<file path="src/rtl/eth_decap.sv">
`default_nettype none
// ============================================================================
// eth_decap : validate/strip 48B Eth+IPv4+UDP+TCAP header, TLP beats -> FIFO
// Optional: ETH_DECAP_IPCHECK_EN (IPv4 header checksum check)  | Rev 1.0
// ============================================================================
module eth_decap #(
  parameter logic [47:0] ETH_DST   = 48'h90_E2_BA_5D_8D_C9,
  parameter logic [31:0] IP_DADDR  = {8'd192, 8'd168, 8'd11, 8'd3},
  parameter logic [15:0] UDP_DPORT = 16'h3776,
  parameter logic [1:0]  TCAP_VER  = 2'b01
) (
  input  logic        clk156,
  input  logic        sys_rst_n,
  input  logic        s_axis_tvalid,
  output logic        s_axis_tready,
  input  logic [63:0] s_axis_tdata,
  input  logic [7:0]  s_axis_tkeep,
  input  logic        s_axis_tlast,
  input  logic        s_axis_tuser,
  output logic        wr_en,
  output logic [73:0] din,
  input  logic        full,
  output logic [39:0] tcap_ts,
  output logic [31:0] frame_ok_cnt,
  output logic [31:0] frame_drop_cnt
);

  typedef enum logic [1:0] {
    RX_HDR  = 2'd0,
    RX_DATA = 2'd1,
    RX_DROP = 2'd2
  } state_t;

  state_t      state;
  logic [2:0]  beat_cnt;
  logic        match;
  logic        beat_ok;
  logic        beat_good;
  logic        ck_ok;
  logic        hs;
  logic [7:0]  b [0:7];
  logic [47:0] dst_mac;

  for (genvar i = 0; i < 8; i++) begin : g_bytes
    assign b[i] = s_axis_tdata[8*i +: 8];
  end

  assign dst_mac = {b[0], b[1], b[2], b[3], b[4], b[5]};

  // Field checks owned by the header beat currently on the bus
  always_comb begin
    beat_ok = 1'b1;
    case (beat_cnt)
      3'd0: beat_ok = (dst_mac == ETH_DST) || (dst_mac == {48{1'b1}});
      3'd1: beat_ok = ({b[4], b[5]} == 16'h0800) && (b[6] == 8'h45);
      3'd2: beat_ok = (b[7] == 8'h11);
      3'd3: beat_ok = ({b[6], b[7]} == IP_DADDR[31:16]);
      3'd4: beat_ok = ({b[0], b[1]} == IP_DADDR[15:0]) && ({b[4], b[5]} == UDP_DPORT);
      3'd5: beat_ok = (b[2][7:6] == TCAP_VER);
      default: beat_ok = 1'b1;
    endcase
  end

  assign beat_good = beat_ok && !s_axis_tuser && (s_axis_tkeep == 8'hFF);

  assign s_axis_tready = sys_rst_n && !((state == RX_DATA) && full);
  assign wr_en         = sys_rst_n && (state == RX_DATA) && s_axis_tvalid && !full;
  assign din           = {s_axis_tkeep, s_axis_tdata, s_axis_tlast, s_axis_tuser};
  assign hs            = s_axis_tvalid && s_axis_tready;

`ifdef ETH_DECAP_IPCHECK_EN
  logic [19:0] ck_acc;
  logic [19:0] ck_beat;
  logic [16:0] ck_f1;
  logic [15:0] ck_fold;

  // Bytes 14..33 as big-endian 16-bit words, spread over header beats 1..4
  always_comb begin
    ck_beat = '0;
    case (beat_cnt)
      3'd1: ck_beat = {4'd0, b[6], b[7]};
      3'd2, 3'd3: ck_beat = {4'd0, b[0], b[1]} + {4'd0, b[2], b[3]}
                          + {4'd0, b[4], b[5]} + {4'd0, b[6], b[7]};
      3'd4: ck_beat = {4'd0, b[0], b[1]};
      default: ck_beat = '0;
    endcase
    ck_f1   = {1'b0, ck_acc[15:0]} + {13'd0, ck_acc[19:16]};
    ck_fold = ck_f1[15:0] + {15'd0, ck_f1[16]};
  end

  assign ck_ok = (ck_fold == 16'hFFFF);

  always_ff @(posedge clk156) begin
    if (!sys_rst_n) begin
      ck_acc <= '0;
    end else if (hs && (state == RX_HDR)) begin
      ck_acc <= (beat_cnt == 3'd0) ? 20'd0 : ck_acc + ck_beat;
    end
  end
`else
  assign ck_ok = 1'b1;
`endif

  always_ff @(posedge clk156) begin
    if (!sys_rst_n) begin
      state          <= RX_HDR;
      beat_cnt       <= 3'd0;
      match          <= 1'b1;
      tcap_ts        <= '0;
      frame_ok_cnt   <= '0;
      frame_drop_cnt <= '0;
    end else if (hs) begin
      case (state)
        RX_HDR: begin
          if (s_axis_tlast) begin
            beat_cnt       <= 3'd0;
            match          <= 1'b1;
            frame_drop_cnt <= (frame_drop_cnt == '1) ? frame_drop_cnt : frame_drop_cnt + 32'd1;
          end else if (beat_cnt == 3'd5) begin
            beat_cnt <= 3'd0;
            match    <= 1'b1;
            if (match && beat_good && ck_ok) begin
              state        <= RX_DATA;
              tcap_ts      <= {b[3], b[4], b[5], b[6], b[7]};
              frame_ok_cnt <= (frame_ok_cnt == '1) ? frame_ok_cnt : frame_ok_cnt + 32'd1;
            end else begin
              state <= RX_DROP;
            end
          end else begin
            beat_cnt <= beat_cnt + 3'd1;
            match    <= match && beat_good;
          end
        end
        RX_DATA: begin
          if (s_axis_tlast) begin
            state    <= RX_HDR;
            beat_cnt <= 3'd0;
            match    <= 1'b1;
          end
        end
        RX_DROP: begin
          if (s_axis_tlast) begin
            state          <= RX_HDR;
            beat_cnt       <= 3'd0;
            match          <= 1'b1;
            frame_drop_cnt <= (frame_drop_cnt == '1) ? frame_drop_cnt : frame_drop_cnt + 32'd1;
          end
        end
        default: begin
          state    <= RX_HDR;
          beat_cnt <= 3'd0;
          match    <= 1'b1;
        end
      endcase
    end
  end

endmodule
`default_nettype wire

</file>
<file path="config.mk">
export PLATFORM = sky130hd
export DESIGN_NAME = eth_decap
export DESIGN_NICKNAME = d
export VERILOG_FILES = /design/src/rtl/eth_decap.sv
export SDC_FILE = /design/constraint.sdc
export NUM_CORES = 1
export LEC_CHECK = 0
export CAP_MARGIN = 20
export CORE_MARGIN = 1
export CORE_UTILIZATION = 26
export CTS_BUF_LIST = sky130_fd_sc_hd__clkbuf_8
export CTS_CLUSTER_DIAMETER = 150
export DETAILED_ROUTE_END_ITERATION = 12
export GPL_ROUTABILITY_DRIVEN = 0
export PLACE_DENSITY_LB_ADDON = 0.25
export SYNTH_ARGS = -nofsm -noshare
export SYNTH_HDL_FRONTEND = slang
export SYNTH_SLANG_ARGS = --single-unit
</file>
<file path="constraint.sdc">
create_clock -name clk156 -period 3.3 [get_ports clk156]
set_input_delay 0.495 -clock clk156 [delete_from_list [all_inputs] [get_ports clk156]]
set_output_delay 0.495 -clock clk156 [all_outputs]
set_load 0.01 [all_outputs]
</file>
# After elaboration in Yosys (flattened, before gate mapping)
# Cells that the tools add are included.
# word_totals
mem_bits_ro	0
latch_bits	0
ram_bits	0
reg_bits	110
memories	0
out_inout_bits	180
wordCells	72
# op_classes
reduce_logical	24
n_addsub	3
mul	0
order_cmp	0
muxes	14
shifts	0
div_mod_pow	0
n_bitwise	3
eq_ne	22
# op_table
cell	n
48-bit equality test (second input constant)	2
32-bit by 1-bit adder with 32-bit output (second input constant)	2
32-bit equality test (second input constant)	2
16-bit by 12-bit equality test with 1-bit output (second input constant)	2
16-bit by 14-bit equality test with 1-bit output (second input constant)	1
16-bit equality test (second input constant)	1
1-bit logical AND	11
3-bit two-way mux	3
8-bit by 5-bit equality test with 1-bit output (second input constant)	1
8-bit by 7-bit equality test with 1-bit output (second input constant)	1
8-bit equality test (second input constant)	1
2-bit two-way mux	4
4-bit AND reduction	2
3-bit by 2-bit equality test with 1-bit output (second input constant)	2
3-bit equality test (second input constant)	2
1-bit case mux with 6 select lines	1
3-bit case mux with 2 select lines	1
6-bit AND reduction	1
5-bit AND reduction	1
2-bit by 1-bit equality test with 1-bit output (second input constant)	2
2-bit != test (second input constant)	2
2-bit case mux with 2 select lines	1
2-bit OR reduction	2
3-bit by 1-bit adder with 3-bit output (second input constant)	1
11 further kinds	17

# Longest topological paths before layout
# Gate-level depths: netlist of the first run.
# depth
depth_word	10
depth_mapped	11

# Worst setup path after synthesis of the first run
# No wires, ideal clock.
# synth_path
path_type	in2reg
startpoint	input port s_axis_tuser
endpoint	register frame_ok_cnt[27]
arrival_ns	2.314
path_stages	9
path_buffers	2
t_required_ns	3.168
setup_slack_ns	0.854
setup_ns	0.132
cell_sequence	nand4b_1 > or3_4 > or4_4 > nor2_2 > o211ai_2 > buf_6 > buf_2 > o31ai_1 > a21oi_1
# synth_via
elab_chain_cells	5
# synth_rtl
element	line_no	rtl
from (decl)	19	input logic s_axis_tuser,
1-bit zero test	64	assign beat_good = beat_ok && !s_axis_tuser && (s_axis_tkeep == 8'hFF);
1-bit logical AND (2 in a row)	64	
1-bit logical AND	122	if (match && beat_good && ck_ok) begin
6-bit AND reduction (no line)	-	
to (signal assigned)	125	frame_ok_cnt <= (frame_ok_cnt == '1) ? frame_ok_cnt : frame_ok_cnt + 32'd1;
to (decl)	24	output logic [31:0] frame_ok_cnt,
# No other way between the ends.
# A chain may end at the register's enable or synchronous reset.

# Worst setup path after layout of the first run
# layout_path
startpoint	input port s_axis_tdata[34]
endpoint	register frame_ok_cnt[30]
# layout_via
elab_chain_cells	7
elab_cells_between_ends	12
# layout_rtl
element	line_no	rtl
from (decl)	16	input logic [63:0] s_axis_tdata,
48-bit equality test (tied with other cells)	54	3'd0: beat_ok = (dst_mac == ETH_DST) || (dst_mac == {48{1'b1}});
1-bit logical OR (tied with other cells)	54	
1-bit case mux with 6 select lines *	53	case (beat_cnt)
1-bit logical AND * (2 in a row)	64	
1-bit logical AND *	122	
6-bit AND reduction (no line) *	-	
# Every way passes the cells marked *; elsewhere a longest branch is shown, timed or not.

==> summary.md, run 1 <==
| Metric | Value |
|---|---|
| Status | finished clean |
| Die H | 153 um |
| DR iter-0 viols | 226 |
| Root buffer cell | clkbuf_8 |
| Post-synthesis cell type count | 58 |
| Num Clock Sinks | 110 |
| Crit path max fanout | 7 |
| #FFs+latches synth | 110 |
| Slew @ Worst Pin | 0.985 ns |
| Final Max Tran Viols | 0 |
| # port buffers | 257 |
| Post-CTS sizing | 0 |
| Initial Util | 26.9% |
| Hold WS | 0.474 ns |
| Number of cell rows | 54 |
| Layout cells sized above 1 | 6.52% |
| Cell family with the largest share of critical-path delay | simple AND/OR/NAND/NOR gates |
| Routed WL | 19700 um |
| Die width | 153 um |
| Max Clock Skew | 0.0220 ns |
| CP startpoint kind | primary input |
| Top_reg_cell synth | dfxtp_1 |
| Fill cell count | 2300 |
| Pleak | 2.88 nW |
| Max incr delay on CP | 0.59 ns |
| HP Class | flop to flop |
| P per Cell Area | 287 nW/um2 |
| Design Area, Final | 8600 um2 |
| Final Hold Fails | 0 |
| CTS clock-pin slew for the worst setup and hold paths | 0.12 ns |
| Setup CP Type | primary input to flop |
| Antenna violations before repair | 0 |
| HPWL after detailed placement | 14900 um |
| CP Buf/Inv Count | 2 |
| MaxCap Viol Count | 0 |
| # DRC | 0 |
| Clock latency on the worst-skew pair | 0.39 ns |
| CP endpoint kind | flop |
| Post-CTS Hold Fix Bufs | 0 |
| Die Footprint | 23400 um2 |
| Worst EP arrival | 3.18 ns |
| Syn Area/Cell | 8.03 um2 |
| Core Util, Final | 38.9% |
| Endpoints failing setup | 0 |
| Largest net degree at the start of global routing | 97 |
| Synth-to-layout area growth | 45.0% |
| Maximum vdd drop | 0.000170 V |
| Post-synthesis sequential area ratio | 37.1% |
| Syn nets | 823 |
| Crit path max-delay cell type | nor4bb_1 |
| Post-synth EDFFs | 0 |
| Synthesized instance count | 739 |
| Vias in the first global route | 5631 |
| Post-place instance area | 8430 um2 |
| CP required | 3.60 ns |
| CTS Buf Count | 9 |
| Routed wire per std cell | 16.2 um |
| Total grt overflow | 0 |
| Post-route ant nets | 0 |
| Warnings from Yosys | 0 |
| Tmin final | 2.89 ns |
| FMAX | 347 MHz |
| First-pass GRT wire length | 31600 um |
| Max transition margin | 34.4% |
| Num ports | 258 |
| Core area | 22100 um2 |
| Post-layout net count | 1014 |
| Max clock buf depth | 2 |
| Final period utilization | 87.4% |
| Via density | 4.80 |
| Setup bufs post-CTS | 0 |
| PnR Total Power | 2.47 mW |
| RSZ-0062 raised after global routing | no |
| CTS tree | built |
| Initial DRT Pass Iterations | 4 |
| Mapped cell area | 5930 um2 |
| H-tree levels | 3 |
| Crit path cell chain | clkdlybuf4s50_1 -> nor4bb_1 -> and3_1 -> nand4_1 -> nand3_1 -> buf_4 -> o21ai_1 -> o41a_1 -> o21a_1 |
| Routed via count | 5832 |
| GRT Total Usage | 17.1% |
| # diodes | 0 |
| FFs w/ async S/R, synth | 0% |
[report_power, final]
part	total [mW]	switching, mW	internal [mW]
Clock	0.781	0.503	0.279
Sequential	1.33	0.00373	1.33
Combinational	0.352	0.158	0.194
[cell families after synthesis]
logic type      Yosys count  synth area share (%)
compound gates          117                  11.7
xor+xnor                 26                  3.84
fa+ha+maj                 6                  1.26
buf+inv                 124                  12.8
flops                   110                  37.1
mux                      11                  1.86
simple gates            345                  31.4
[metal layers]
metal / share of wire [%] / track usage, %
met5: 0 / 0
met4: 0.96 / 3.61
met3: 5.8 / 4.28
met2: 48 / 29.1
met1: 46 / 21.6
[cells in the mapped netlist, types with 2 or more instances]
| cell type | number | share of area [%] |
|---|---|---|
| o41ai_1 | 3 | 0.44 |
| and4b_1 | 2 | 0.34 |
| nand3_1 | 67 | 5.7 |
| o21ai_0 | 58 | 4.9 |
| or4_4 | 2 | 0.38 |
| buf_2 | 2 | 0.17 |
| nor4_2 | 2 | 0.42 |
| nor4_1 | 13 | 1.4 |
| or4_1 | 9 | 1.1 |
| nor3b_1 | 2 | 0.25 |
| or4b_1 | 2 | 0.34 |
| dfxtp_1 | 110 | 37 |
| nor2_1 | 43 | 2.7 |
| nand2b_1 | 12 | 1.3 |
| a21oi_1 | 28 | 2.4 |
| or2_2 | 2 | 0.21 |
| clkbuf_1 | 26 | 1.6 |
| o32ai_1 | 3 | 0.44 |
| mux2i_1 | 11 | 1.9 |
| nor2_2 | 2 | 0.21 |
| and3_1 | 10 | 1.1 |
| nand4_1 | 34 | 3.6 |
| nor3_1 | 12 | 1.0 |
| and4_1 | 7 | 1.0 |
| or3_1 | 17 | 1.8 |
| o21ai_1 | 3 | 0.25 |
| buf_6 | 2 | 0.38 |
| nor4bb_1 | 2 | 0.34 |
| nor4_4 | 2 | 0.72 |
| nand2_1 | 85 | 5.4 |
| a21o_1 | 2 | 0.25 |
| o31ai_1 | 7 | 0.89 |
| ha_1 | 6 | 1.3 |
| o21a_1 | 2 | 0.25 |
| inv_1 | 16 | 1.0 |
| buf_1 | 4 | 0.25 |
| nor4b_1 | 2 | 0.30 |
| and2_1 | 10 | 1.1 |
| xor2_1 | 17 | 2.5 |
| buf_4 | 74 | 9.4 |
| xnor2_1 | 9 | 1.3 |
[worst reg2reg max path, delay by kind of cell (launching register included)]
| kind | cells | cell delay (ns) |
|---|---|---|
| compound gates | 3 | 0.73 |
| buf+inv | 1 | 0.19 |
| flops | 1 | 0.41 |
| simple gates | 4 | 1.29 |
[cell usage in the layout (no fill, tap or decap), types with 9 or more instances in the layout]
cell	synthesis	layout
o21ai_0	58	58
nand2b_1	12	12
nor4_1	13	13
buf_4	74	30
xnor2_1	9	9
or3_1	17	17
and3_1	10	10
clkbuf_8	0	9
nor2_1	43	43
mux2i_1	11	11
nand3_1	67	67
xor2_1	17	17
and2_1	10	10
inv_1	16	18
nor3_1	12	11
or4_1	9	9
a21oi_1	28	28
nand2_1	85	85
nand4_1	34	34
dfxtp_1	110	110
clkdlybuf4s50_1	0	256
[cell type report]
| class | instances | area (um2) | area share, % |
|---|---|---|---|
| multi-input cells | 505 | 2990 | 34.7 |
| repair buffers | 288 | 2830 | 32.9 |
| flip-flops and latches | 110 | 2200 | 25.6 |
| well taps | 280 | 350 | 4.07 |
| clock buffers | 9 | 124 | 1.44 |
| inverters | 16 | 60.1 | 0.698 |
| clock inverters | 7 | 50.0 | 0.582 |
[worst paths after layout]
path / start / to / slack, ns / cells past startpoint
worst max-delay path: s_axis_tdata[34] / frame_ok_cnt[30] / 0.41 / 9
worst min register to register: tcap_ts[30] / tcap_ts[30] / 0.47 / 2
worst min-delay path: tcap_ts[30] / tcap_ts[30] / 0.47 / 2
worst max register to register: beat_cnt[0] / frame_ok_cnt[30] / 0.60 / 8
[sequential cells by signal, indices dropped and copies added (netlist names)]
signal / count
beat_cnt: 3
frame_drop_cnt: 32
frame_ok_cnt: 32
match: 1
state: 2
tcap_ts: 40
[stage by stage]
step                TNS, ns  cells  worst slack, ns
CTS                       0   1215            0.402
global route              0   1215            0.218
detailed placement  -0.0566   1199          -0.0232
finish                    0   1215            0.415
global placement    -0.0142   1199          -0.0142
floorplan                 0    739            0.854
Power figures use the tool's default switching activity.
==> inputs of run 2 (changes only) <==
--- a/config.mk
+++ b/config.mk
@@ -7,7 +7,7 @@
 export LEC_CHECK = 0
 export CAP_MARGIN = 20
 export CORE_MARGIN = 1
-export CORE_UTILIZATION = 26
+export CORE_UTILIZATION = 44
 export CTS_BUF_LIST = sky130_fd_sc_hd__clkbuf_8
 export CTS_CLUSTER_DIAMETER = 150
 export DETAILED_ROUTE_END_ITERATION = 12
==> run 2 against run 1 <==
Compared with the run above:
- worst hold slack got worse by 0.0017 ns
- highest routed layer unchanged
- critical endpoint is now frame_ok_cnt[4]
- global-route usage up 8.2 points
- wire length decreased by 11%
- largest power group unchanged
- non-clock buffer count down 16
- sequential power about the same
- critical path type unchanged
- die area decreased by 40%
- combinational power is 4% lower
- cell count decreased by 9.9%
==> summary.md, run 2 (same netlist as run 1, synthesis figures left out) <==
| Metric | Value |
|---|---|
| Routed wire per std cell | 16.0 um |
| Fin Setup TNS | 0 ns |
| Maximum vdd drop | 0.000223 V |
| Most common cell after layout, fill and taps aside | clkdlybuf4s50_1 |
| Via density | 5.38 |
| FMAX | 353 MHz |
| Max Clock Skew | 0.00939 ns |
| Number of cell rows | 42 |
| Crit path cell chain | clkdlybuf4s50_1 -> or4_1 -> nor3_1 -> a32oi_1 -> o22ai_4 -> nor2_2 -> or4_1 -> a21oi_1 |
| Max clock buf depth | 2 |
| Setup CP Type | primary input to flop |
| CTS Buf Count | 9 |
| Fill cell count | 1180 |
| Max transition margin | 58.4% |
| FF-to-FF setup slack | 0.75 ns |
| Vias in the first global route | 5419 |
| Slew @ Worst Pin | 0.624 ns |
| Most Frequent Cell on Critical Path | or4_1 |
| CTS clock-pin slew for the worst setup and hold paths | 0.10 ns |
| Core area | 13200 um2 |
| Core Util, Final | 63.3% |
| Synth-to-layout area growth | 40.7% |
| Setup bufs post-CTS | 0 |
| # port buffers | 257 |
| Routed via count | 5889 |
| Root buffer cell | clkbuf_8 |
| Max incr delay on CP | 0.54 ns |
| Die Footprint | 14000 um2 |
| HPWL after detailed placement | 13500 um |
| Largest reg by FF count | tcap_ts |
| Num ports | 258 |
| CP startpoint kind | primary input |
| Final period utilization | 85.9% |
| Clock latency on the worst-skew pair | 0.38 ns |
| Endpoints failing setup | 0 |
| Tmin final | 2.84 ns |
| # DRC | 0 |
| Post-CTS Hold Fix Bufs | 0 |
| Die H | 118 um |
| Max reg flops | 40 |
| H-tree levels | 3 |
| Post-route ant nets | 0 |
| Crit path max-delay cell type | or4_1 |
| GRT Total Usage | 25.3% |
| Routed WL | 17600 um |
| P per Cell Area | 290 nW/um2 |
| Post-place instance area | 8180 um2 |
| CP required | 3.61 ns |
| Pleak | 2.78 nW |
| Antenna violations before repair | 0 |
| Layout cells sized above 1 | 5.11% |
| Status | finished clean |
| First-pass GRT wire length | 28300 um |
| RSZ-0062 raised after global routing | no |
| PnR Total Power | 2.42 mW |
| Initial Util | 45.0% |
| Worst EP arrival | 3.14 ns |
| Most frequent cells in the layout | 256 x clkdlybuf4s50_1, 110 x dfxtp_1, 85 x nand2_1 |
| Post-CTS sizing | 0 |
| Final Max Tran Viols | 0 |
| Largest net degree at the start of global routing | 81 |
| DR iter-0 viols | 387 |
| Initial DRT Pass Iterations | 5 |
| CP endpoint kind | flop |
| CTS tree | built |
| Post-layout net count | 998 |
| HP Class | flop to flop |
| Total grt overflow | 0 |
| Die width | 118 um |
| Top Registers | tcap_ts: 40 flops, frame_drop_cnt: 32 flops, frame_ok_cnt: 32 flops |
| Design Area, Final | 8350 um2 |
| Crit path max fanout | 16 |
| # diodes | 0 |
| Final Hold Fails | 0 |
| Num Clock Sinks | 110 |
| MaxCap Viol Count | 0 |
-- run 2: cell types whose count changed in the layout (fill, tap and decap cells not counted), sizes merged --
cell and delta:
buf -16, clkinvlp +2, inv -3, clkinv +1
-- run 2: metrics by stage --
| stage | hold WS (ns) | cells | worst slack, ns |
|---|---|---|---|
| finish | 0.473 | 1095 | 0.465 |
| global route | 0.496 | 1095 | 0.298 |
| CTS | 0.479 | 1095 | 0.491 |
| detailed placement | 0.462 | 1079 | 0.0905 |
| global placement | 0.452 | 1079 | 0.0466 |
| floorplan | 0.466 | 739 | 0.854 |
-- run 2: final cells by class --
class / count / area [um2] / share of cell area [%]
Tap cell: 176 / 220 / 2.64
Clock buffer: 9 / 124 / 1.48
Inverter: 16 / 60.1 / 0.719
Multi-Input combinational cell: 505 / 2990 / 35.8
Timing Repair Buffer: 272 / 2710 / 32.4
Clock inverter: 7 / 50.0 / 0.599
Sequential cell: 110 / 2200 / 26.4
-- run 2: path summary, 6_finish.rpt --
check | start | end | cells past startpoint
min | tcap_ts[34] | tcap_ts[34] | 2
max | s_axis_tdata[2] | frame_ok_cnt[4] | 8
min reg2reg | tcap_ts[34] | tcap_ts[34] | 2
max reg2reg | state[0] | frame_ok_cnt[30] | 9
-- run 2: critical path, delay by kind of cell --
kind | cells | cell delay [ns]
compound gates | 3 | 0.65
buf+inv | 1 | 0.45
simple gates | 4 | 1.56
-- run 2: per-layer routing --
metal  track usage [%]  vias up  share of wire, %
li1                  -     2915                 -
met1              31.4     2776                42
met2              43.1      181                50
met3              7.05       17               6.1
met4              6.33        0               1.5
met5                 0        -                 0
-- run 2: where the power goes --
group / internal, mW / switching (mW) / total, mW
clock network: 0.276 / 0.477 / 0.753
registers: 1.33 / 0.00379 / 1.33
logic: 0.186 / 0.152 / 0.339
